===== config.mk =====
export PLATFORM = sky130hd
export DESIGN_NAME = uart_ram_loader_flat
export DESIGN_NICKNAME = d
export VERILOG_FILES = /design/src/rtl/uart_ram_loader_if.sv /design/src/rtl/uart_ram_loader.sv /design/src/flat_wrapper.sv
export SDC_FILE = /design/constraint.sdc
export NUM_CORES = 1
export LEC_CHECK = 0
export CORE_ASPECT_RATIO = 0.9
export CORE_UTILIZATION = 35
export DETAILED_ROUTE_END_ITERATION = 8
export GPL_TIMING_DRIVEN = 0
export HOLD_SLACK_MARGIN = 0.03
export SLEW_MARGIN = 10
export SYNTH_ARGS = -nofsm -noshare
export SYNTH_HDL_FRONTEND = slang
export SYNTH_SLANG_ARGS = --single-unit

===== constraint.sdc =====
create_clock -name clk -period 3.1 [get_ports clk]
set_input_delay 0.62 -clock clk [delete_from_list [all_inputs] [get_ports clk]]
set_output_delay 0.62 -clock clk [all_outputs]
set_load 0.005 [all_outputs]

===== src/rtl/uart_ram_loader_if.sv =====
// uart_ram_loader_if: serial input, load request and RAM write/status bus of the loader
interface uart_ram_loader_if #(
  parameter int ADDR_W = 16
);
  logic              rx;
  logic              load_en;
  logic              ram_we;
  logic [ADDR_W-1:0] ram_addr;
  logic [7:0]        ram_din;
  logic              busy;
  logic              done;
  logic              frame_err;
  logic [7:0]        byte_cnt_led;
  modport master (
    input  rx, load_en,
    output ram_we, ram_addr, ram_din, busy, done, frame_err, byte_cnt_led
  );
  modport slave (
    output rx, load_en,
    input  ram_we, ram_addr, ram_din, busy, done, frame_err, byte_cnt_led
  );
endinterface


===== src/rtl/uart_ram_loader.sv =====
// uart_ram_loader: 8N1 UART receiver that writes one image frame of bytes into RAM
module uart_ram_loader #(
  parameter int CLKS_PER_BIT = 868,
  parameter int IMG_BYTES    = 65536,
  parameter int ADDR_W       = 16
) (
  input  logic             clk,
  input  logic             reset,
  uart_ram_loader_if.master bus
);
  localparam int TW = $clog2(CLKS_PER_BIT);
  localparam logic [TW-1:0] HALF = TW'(CLKS_PER_BIT / 2 - 1);
  localparam logic [TW-1:0] FULL = TW'(CLKS_PER_BIT - 1);
  localparam logic [ADDR_W:0] LAST = (ADDR_W + 1)'(IMG_BYTES - 1);
  typedef enum logic [1:0] {RX_IDLE, RX_START, RX_DATA, RX_STOP} rx_st_t;
  typedef enum logic [1:0] {IDLE, LOAD, DONE} ld_st_t;
  rx_st_t rx_st_q, rx_st_d;
  ld_st_t ld_st_q, ld_st_d;
  logic [1:0]    sync_q;
  logic [TW-1:0] tmr_q, tmr_d;
  logic [2:0]    idx_q, idx_d;
  logic [7:0]    shf_q, shf_d;
  logic [ADDR_W:0] cnt_q, cnt_d;
  logic we_q, we_d, ferr_q, ferr_d;
  logic rx_s, bit_end, stop_smp, last_wr;
  assign rx_s     = sync_q[1];
  assign bit_end  = tmr_q == FULL;
  assign stop_smp = rx_st_q == RX_STOP && bit_end;
  assign last_wr  = we_q && cnt_q == LAST;
  always_comb begin
    rx_st_d = rx_st_q;
    tmr_d   = tmr_q + 1'b1;
    idx_d   = idx_q;
    shf_d   = shf_q;
    case (rx_st_q)
      RX_IDLE: begin
        tmr_d   = '0;
        rx_st_d = rx_s ? RX_IDLE : RX_START;
      end
      RX_START: if (tmr_q == HALF) begin
        rx_st_d = rx_s ? RX_IDLE : RX_DATA;
        tmr_d   = '0;
        idx_d   = '0;
      end
      RX_DATA: if (bit_end) begin
        tmr_d   = '0;
        shf_d   = {rx_s, shf_q[7:1]};
        idx_d   = idx_q + 1'b1;
        rx_st_d = idx_q == 3'd7 ? RX_STOP : RX_DATA;
      end
      RX_STOP: if (bit_end) begin
        tmr_d   = '0;
        rx_st_d = RX_IDLE;
      end
      default: rx_st_d = RX_IDLE;
    endcase
  end
  // the strobe is registered off the stop sample, so it lands one cycle later
  always_comb begin
    ld_st_d = ld_st_q;
    cnt_d   = we_q ? cnt_q + 1'b1 : cnt_q;
    ferr_d  = ferr_q;
    we_d    = 1'b0;
    case (ld_st_q)
      IDLE: if (bus.load_en) begin
        ld_st_d = LOAD;
        cnt_d   = '0;
        ferr_d  = 1'b0;
      end
      LOAD: begin
        ld_st_d = !bus.load_en ? IDLE : last_wr ? DONE : LOAD;
        we_d    = bus.load_en && !last_wr && stop_smp && rx_s;
      end
      DONE: ld_st_d = bus.load_en ? DONE : IDLE;
      default: ld_st_d = IDLE;
    endcase
    ferr_d = (stop_smp && !rx_s) ? 1'b1 : ferr_d;
  end
  always_ff @(posedge clk) begin
    if (reset) begin
      sync_q  <= 2'b11;
      rx_st_q <= RX_IDLE;
      ld_st_q <= IDLE;
      tmr_q   <= '0;
      idx_q   <= '0;
      shf_q   <= '0;
      cnt_q   <= '0;
      we_q    <= 1'b0;
      ferr_q  <= 1'b0;
    end else begin
      sync_q  <= {sync_q[0], bus.rx};
      rx_st_q <= rx_st_d;
      ld_st_q <= ld_st_d;
      tmr_q   <= tmr_d;
      idx_q   <= idx_d;
      shf_q   <= shf_d;
      cnt_q   <= cnt_d;
      we_q    <= we_d;
      ferr_q  <= ferr_d;
    end
  end
  assign bus.ram_we       = we_q;
  assign bus.ram_addr     = cnt_q[ADDR_W-1:0];
  assign bus.ram_din      = shf_q;
  assign bus.busy         = ld_st_q == LOAD;
  assign bus.done         = ld_st_q == DONE;
  assign bus.frame_err    = ferr_q;
  assign bus.byte_cnt_led = cnt_q[ADDR_W-1:ADDR_W-8];
endmodule


===== src/flat_wrapper.sv =====
// flat-port wrapper written by rule: the top's interface ports become plain ports
module uart_ram_loader_flat 
#(
  parameter int CLKS_PER_BIT = 868,
  parameter int IMG_BYTES    = 65536,
  parameter int ADDR_W       = 16
)
  (clk, reset, bus_rx, bus_load_en, bus_ram_we, bus_ram_addr, bus_ram_din, bus_busy, bus_done, bus_frame_err, bus_byte_cnt_led);
  uart_ram_loader_if #(.ADDR_W(ADDR_W)) bus_i ();
  input  logic clk;
  input  logic reset;
  input wire logic [$bits(bus_i.rx)-1:0] bus_rx;
  input wire logic [$bits(bus_i.load_en)-1:0] bus_load_en;
  output wire logic [$bits(bus_i.ram_we)-1:0] bus_ram_we;
  output wire logic [$bits(bus_i.ram_addr)-1:0] bus_ram_addr;
  output wire logic [$bits(bus_i.ram_din)-1:0] bus_ram_din;
  output wire logic [$bits(bus_i.busy)-1:0] bus_busy;
  output wire logic [$bits(bus_i.done)-1:0] bus_done;
  output wire logic [$bits(bus_i.frame_err)-1:0] bus_frame_err;
  output wire logic [$bits(bus_i.byte_cnt_led)-1:0] bus_byte_cnt_led;
  assign bus_i.rx = bus_rx;
  assign bus_i.load_en = bus_load_en;
  assign bus_ram_we = bus_i.ram_we;
  assign bus_ram_addr = bus_i.ram_addr;
  assign bus_ram_din = bus_i.ram_din;
  assign bus_busy = bus_i.busy;
  assign bus_done = bus_i.done;
  assign bus_frame_err = bus_i.frame_err;
  assign bus_byte_cnt_led = bus_i.byte_cnt_led;
  uart_ram_loader #(.CLKS_PER_BIT(CLKS_PER_BIT), .IMG_BYTES(IMG_BYTES), .ADDR_W(ADDR_W)) u_core (.clk(clk), .reset(reset), .bus(bus_i));
endmodule

# Word-level counts from Yosys, hierarchy flattened
# Cells that the tools add are included.
# Widths: inputs -> output; s select.
dict set report totals {
  reg_bits 46
  input_bits 4
}
dict set report op_classes {
  bitwise_logic 1
  reduce_logical 19
  eq_ne 13
  muxes 24
  n_addsub 3
}
# cell n
set ops {}
lappend ops {{$mux 17} 3}
lappend ops {{$pmux 10 s3} 1}
lappend ops {{$mux 10} 2}
lappend ops {{$add 17x1->17 const B} 1}
lappend ops {{$eq 17x16->1 const B} 1}
lappend ops {{$mux 2} 8}
lappend ops {{$add 10x1->10 const B} 1}
lappend ops {{$eq 10x10->1 const B} 1}
lappend ops {{$eq 10x9->1 const B} 1}
lappend ops {{$pmux 2 s4} 1}
lappend ops {{$eq 2x2->1 const B} 3}
lappend ops {{$logic_and 1x1->1} 6}
lappend ops {{$mux 3} 2}
lappend ops {{$ne 2x1->1 const B} 3}
lappend ops {{$pmux 2 s3} 1}
lappend ops {{$pmux 3 s2} 1}
lappend ops {{$reduce_and 3->1} 2}
lappend ops {{$reduce_bool 2->1} 3}
lappend ops {{$mux 1} 5}
lappend ops {{$eq 2x1->1 const B} 2}
lappend ops {{$logic_not 2->1} 2}
lappend ops {{$reduce_and 2->1} 2}
lappend ops {{$reduce_or 2->1} 2}
lappend ops {{$add 3x1->3 const B} 1}
lappend ops {{other kinds (4)} 5}

# Depth between registers and ports, before layout
dict set report logic_depth {
  ltp_word 6
  depth_mapped 7
  depth_no_buf 6
}

# Least setup slack after synthesis
# OpenSTA, ideal clock, no wires.
dict set report synth_timing {
  path_kind {reg-to-reg}
  from {register u_core.cnt_q[4]}
  to {register u_core.cnt_q[16]}
  setup_ps 65
  arrival_time_ps 1556
  path_buffers 1
  synth_period_minus_slack_ps 1621
  setup_slack_ps 1479
  t_required_ps 3035
  stages_incl_launch_ff 8
  path_cell_list {dfxtp_1 > and4_1 > clkbuf_1 > nand2_1 > nor3_1 > ha_1 > mux2_2 > nor2_1}
}
dict set report synth_via {
  elab_chain_cells 4
}
# item line
set synth_lines {}
lappend synth_lines {{from (decl)} uart_ram_loader.sv:23} ;# logic [ADDR_W:0] cnt_q, cnt_d;
lappend synth_lines {{from (signal assigned)} uart_ram_loader.sv:97} ;# cnt_q <= cnt_d;
lappend synth_lines {{$add 17x1->17 *} uart_ram_loader.sv:61} ;# cnt_d = we_q ? cnt_q + 1'b1 : cnt_q;
lappend synth_lines {{$mux 17 *} uart_ram_loader.sv:61}
lappend synth_lines {{$mux 17} uart_ram_loader.sv:65} ;# IDLE: if (bus.load_en) begin
lappend synth_lines {{$mux 17 *} uart_ram_loader.sv:64} ;# case (ld_st_q)
# Every way passes the cells marked *; elsewhere a longest branch is shown, timed or not.
# A chain may end at the register's enable or synchronous reset.

# Worst setup path in the final report
dict set report layout_timing {
  from {register u_core.ld_st_q[0]}
  to {output port bus_busy}
}
dict set report layout_via {
  elab_chain_cells 1
}
# item line
set layout_lines {}
lappend layout_lines {{from (decl)} uart_ram_loader.sv:18} ;# ld_st_t ld_st_q, ld_st_d;
lappend layout_lines {{from (signal assigned)} uart_ram_loader.sv:93} ;# ld_st_q <= ld_st_d;
lappend layout_lines {{$eq 2x1->1} uart_ram_loader.sv:105} ;# assign bus.busy = ld_st_q == LOAD;
lappend layout_lines {{to (decl)} flat_wrapper.sv:17} ;# output wire logic [$bits(bus_i.busy)-1:0] bus_busy;
# Every way passes these cells.

==> results list <==
- Post-synthesis area per instance: around 9.2 um^2
- After synthesis, the share of flip-flops with an asynchronous set or reset is 0%.
* Vias in the first global route: roughly 1600
- The tightest min-delay check is of the register to register type.
- Setup repair after global routing missed its margin: no
- The initial utilization of the core area, before any placement, comes to between 30% and 40%.
* Area of the mapped netlist: between 0.002 and 0.0025 mm^2
* Final total negative setup slack: 0 ns
- Slew margin rel.: a little over half
* Clock Root Buffer: sky130_fd_sc_hd__clkbuf_8
- Cell internal power was estimated by the tool at between 800 and 900 uW.
- Count of yosys warnings during synthesis: 0
- The worst path meets setup with between 1 and 1.5 ns of slack.
- Critical path start-end classification: register to primary output
* Pin count of the biggest net entering global routing: 15
- Post-CTS setup buffers: 0
- During placement, the flow inserted port buffers numbering 39.
- Gp weighted congestion: between 0.7 and 0.8
- CP required: ~2.5 ns
- Wire length reported by the detailed router: 3959 um
* Capturing element type of the critical path: primary output
* Biggest fanout along the worst timing path: 4
* Layout Nets: approximately 300
* Longest Clk Path Bufs: 2
* Tot GR Track Use: roughly an eighth
* DIE WIDTH: around 86 um
- CTS H-Tree Depth: 2
- Total of hold buffers inserted after clock tree synthesis: 0
- Cell count after synthesis: ~240
- Nets in the synthesized netlist: roughly 260
- Share of layout cells above drive strength 1: ~14%
* Time the final worst path needs with I/O delays and setup: approximately 2.1 ns
* Max-Cap Viols: 0
* Layout area overhead: 27.22%
* Layout Cells excl Fill: approximately 380
- Filler Cell Count: 616
- At the pin with the least slew margin, the transition time is 0.7110 ns.
- Detailed placement finished with a half-perimeter wire length of between 2000 and 3000 um.
* Setup WS pre-CTS: just under 0.9 ns
* Number of enable-type register cells in the synthesized netlist: 0
* Part of the power in the clock network: 41.5%
- Measured along the y axis, the die boundary spans 77.87 um.
- Run status: finished, final reports clean
* Primary FF master, synth: sky130_fd_sc_hd__dfxtp_1
- Summing internal, switching and leakage power gives 1.071 mW.
- Area of the core: approximately 0.006 mm^2
* Sequential cell area: approximately 920 um^2
- Detailed Route Iter0 Violations: 70
- Tightest hold margin: around 0.42 ns
- For this design the total switching power over the nets is approximately 220 uW.
- In this run, CTS created clock tree buffers numbering 5.
- Number of antenna-violating nets in the routed design: 0
- Of the total power, registers draw a little under three fifths.
* Switching Fraction: between 20% and 30%
- GRT Residual Overflow: 0
- Portion of the post-synthesis area used by sequential elements: between 40 and 50%
- Via count: between 1500 and 2000
- Number of sinks driven by the clock tree: 46
- The initial antenna violation count came to 0.
* Startpoint types: register
- Setup violations remaining at the end of the flow were counted as 0.
- For this run, the top clock speed supported by timing is ~0.48 GHz.
- Max-slew violation total from the final report: 0
* Power density normalized to cell area: 376.2 mW/mm^2
- After clock tree synthesis, the clock-pin slew on the worst setup and hold paths is 0.08 ns.
- Die footprint: ~0.0067 mm^2
- Placed cell count: between 300 and 400
- After detailed routing, the average wire length per cell comes to between 10 and 15 um.
- The initialized floorplan defines 27 standard-cell rows.
- Post-synth cell types: 37
- The clock reaches the later pin of the worst-skew pair after 0.30 ns.
- Combinational logic is responsible for under 10% of the overall power.
* Top-Level Pins: 40
- Final critical-path share of the clock period: between 60% and 70%
- Between clock sinks in the finished design, the worst skew comes to around 0.015 ns.
* Count of cells resized by post-cts repair: 0
* Number of hold violations in the final report: 0
* Leakage power figure: approximately 1.1 nW
* TritonCTS clock tree: built
* Final antenna diode count: 0
* Wire length of the first global-routing pass: between 6000 and 7000 um
- R2R setup slack: ~1.2 ns
- The first TritonRoute pass finished after 4 iterations.
- After synthesis the netlist holds a flip-flop and latch count of 46.
* Footprint of the multi-input gates: between 0.001 and 0.0015 mm^2
- Peak ir drop on the vdd network: 0.0001838 V
* Ratio of routed vias to standard cells: roughly 4.5
- Arrival time at the worst endpoint: roughly 1.5 ns
- Remaining routing DRC violations: 0
-- per-stage QoR --
step | cell area (um^2) | util [%]
after detailed placement | 2738 | 44.53
after global routing | 2848 | 46.32
final | 2848 | 46.32
after global placement | 2738 | 44.53
after CTS | 2848 | 46.32
after floorplan | 2238 | -
-- power groups by stage --
| stage | combinational [mW] | sequential [mW] | clock (mW) |
|---|---|---|---|
| global placement | 0.0323 | 0.609 | 0 |
| finish | 0.0316 | 0.595 | 0.444 |
| CTS | 0.0323 | 0.595 | 0.460 |
| global route | 0.0356 | 0.596 | 0.486 |
| floorplan | 0.0211 | 0.609 | 0 |
| detailed placement | 0.0321 | 0.609 | 0 |
-- layer usage --
| layer | track usage, % | part of all wire (%) | up-vias |
|---|---|---|---|
| li1 | - | - | 898 |
| met1 | 17.05 | 52 | 776 |
| met2 | 19.76 | 43 | 33 |
| met3 | 3.617 | 4.3 | 6 |
| met4 | 4.500 | 1.2 | 0 |
| met5 | 0 | 0 | - |
-- synth_stat cells, types with 4 or more instances --
cell type / number / area share, %
sky130_fd_sc_hd__a21oi_1: 5 / 1.1
sky130_fd_sc_hd__and3_1: 5 / 1.4
sky130_fd_sc_hd__and4_1: 4 / 1.6
sky130_fd_sc_hd__buf_4: 24 / 8.0
sky130_fd_sc_hd__clkbuf_1: 7 / 1.2
sky130_fd_sc_hd__dfxtp_1: 46 / 41
sky130_fd_sc_hd__ha_1: 10 / 5.6
sky130_fd_sc_hd__inv_1: 8 / 1.3
sky130_fd_sc_hd__mux2i_1: 11 / 4.9
sky130_fd_sc_hd__nand2_1: 10 / 1.7
sky130_fd_sc_hd__nand3_1: 6 / 1.3
sky130_fd_sc_hd__nand4_1: 10 / 2.8
sky130_fd_sc_hd__nor2_1: 37 / 6.2
sky130_fd_sc_hd__xnor2_1: 5 / 2.0
sky130_fd_sc_hd__xor2_1: 16 / 6.3
-- critical path, cell delays in order, from the launching register on --
cell                              delay, ns
sky130_fd_sc_hd__dfxtp_1               0.37
sky130_fd_sc_hd__nor2b_1               0.24
sky130_fd_sc_hd__clkdlybuf4s50_1       0.55
-- flip-flops by register name (all words and copies together), names as in the netlist, named ones only --
register and flops:
u_core.bus.frame_err 1, u_core.cnt_q 17, u_core.bus.ram_we 1, u_core.idx_q 3
u_core.tmr_q 10, u_core.bus.ram_din 8, u_core.rx_st_q 1, u_core.ld_st_q 2
u_core.sync_q 2
-- cells in the final DEF (no fill, tap or decap), types with 3 or more instances in the layout --
cell type                          n
sky130_fd_sc_hd__mux2i_1          11
sky130_fd_sc_hd__xnor2_1           5
sky130_fd_sc_hd__nand3_1           6
sky130_fd_sc_hd__and4_1            4
sky130_fd_sc_hd__clkbuf_8          5
sky130_fd_sc_hd__a21oi_1           5
sky130_fd_sc_hd__or3_1             3
sky130_fd_sc_hd__inv_1             8
sky130_fd_sc_hd__nand4_1          10
sky130_fd_sc_hd__and3_1            5
sky130_fd_sc_hd__xor2_1           16
sky130_fd_sc_hd__clkdlybuf4s50_1  39
sky130_fd_sc_hd__nor2_1           37
sky130_fd_sc_hd__or4_1             3
sky130_fd_sc_hd__nand2_1          10
sky130_fd_sc_hd__or2_2             3
sky130_fd_sc_hd__o31ai_1           3
sky130_fd_sc_hd__ha_1             10
sky130_fd_sc_hd__nor3_1            3
sky130_fd_sc_hd__dfxtp_1          46
sky130_fd_sc_hd__clkbuf_1          8
sky130_fd_sc_hd__buf_4            24
sky130_fd_sc_hd__nand2b_1          3
sky130_fd_sc_hd__a31oi_1           3
-- layout make-up --
type,count,area share [%]
plain buffers,33,7.557
clock buffers,6,2.548
clock inverters,2,1.318
inverters,8,1.054
multi-input cells,156,37.65
flip-flops and latches,46,32.34
well taps,87,3.822
repair buffers,39,13.71
-- worst paths after layout --
path	cells past startpoint	endpoint	startpoint
hold / removal	1	u_core.sync_q[1]	u_core.sync_q[0]
hold reg to reg	1	u_core.sync_q[1]	u_core.sync_q[0]
setup reg to reg	5	u_core.tmr_q[4]	u_core.tmr_q[0]
setup / recovery	2	bus_busy	u_core.ld_st_q[0]
-- logic make-up after synthesis --
kind of cell	count (synthesis)	share of synthesized area, %
AOI/OAI and AO/OA	20	6.708
xor gates and xnor gates	21	8.217
adders and majority gates	10	5.590
buffers and inverters	41	10.96
DFF	46	41.14
muxes	12	5.422
and+or+nand+nor	93	21.97
(Power assumes the default switching activity.)
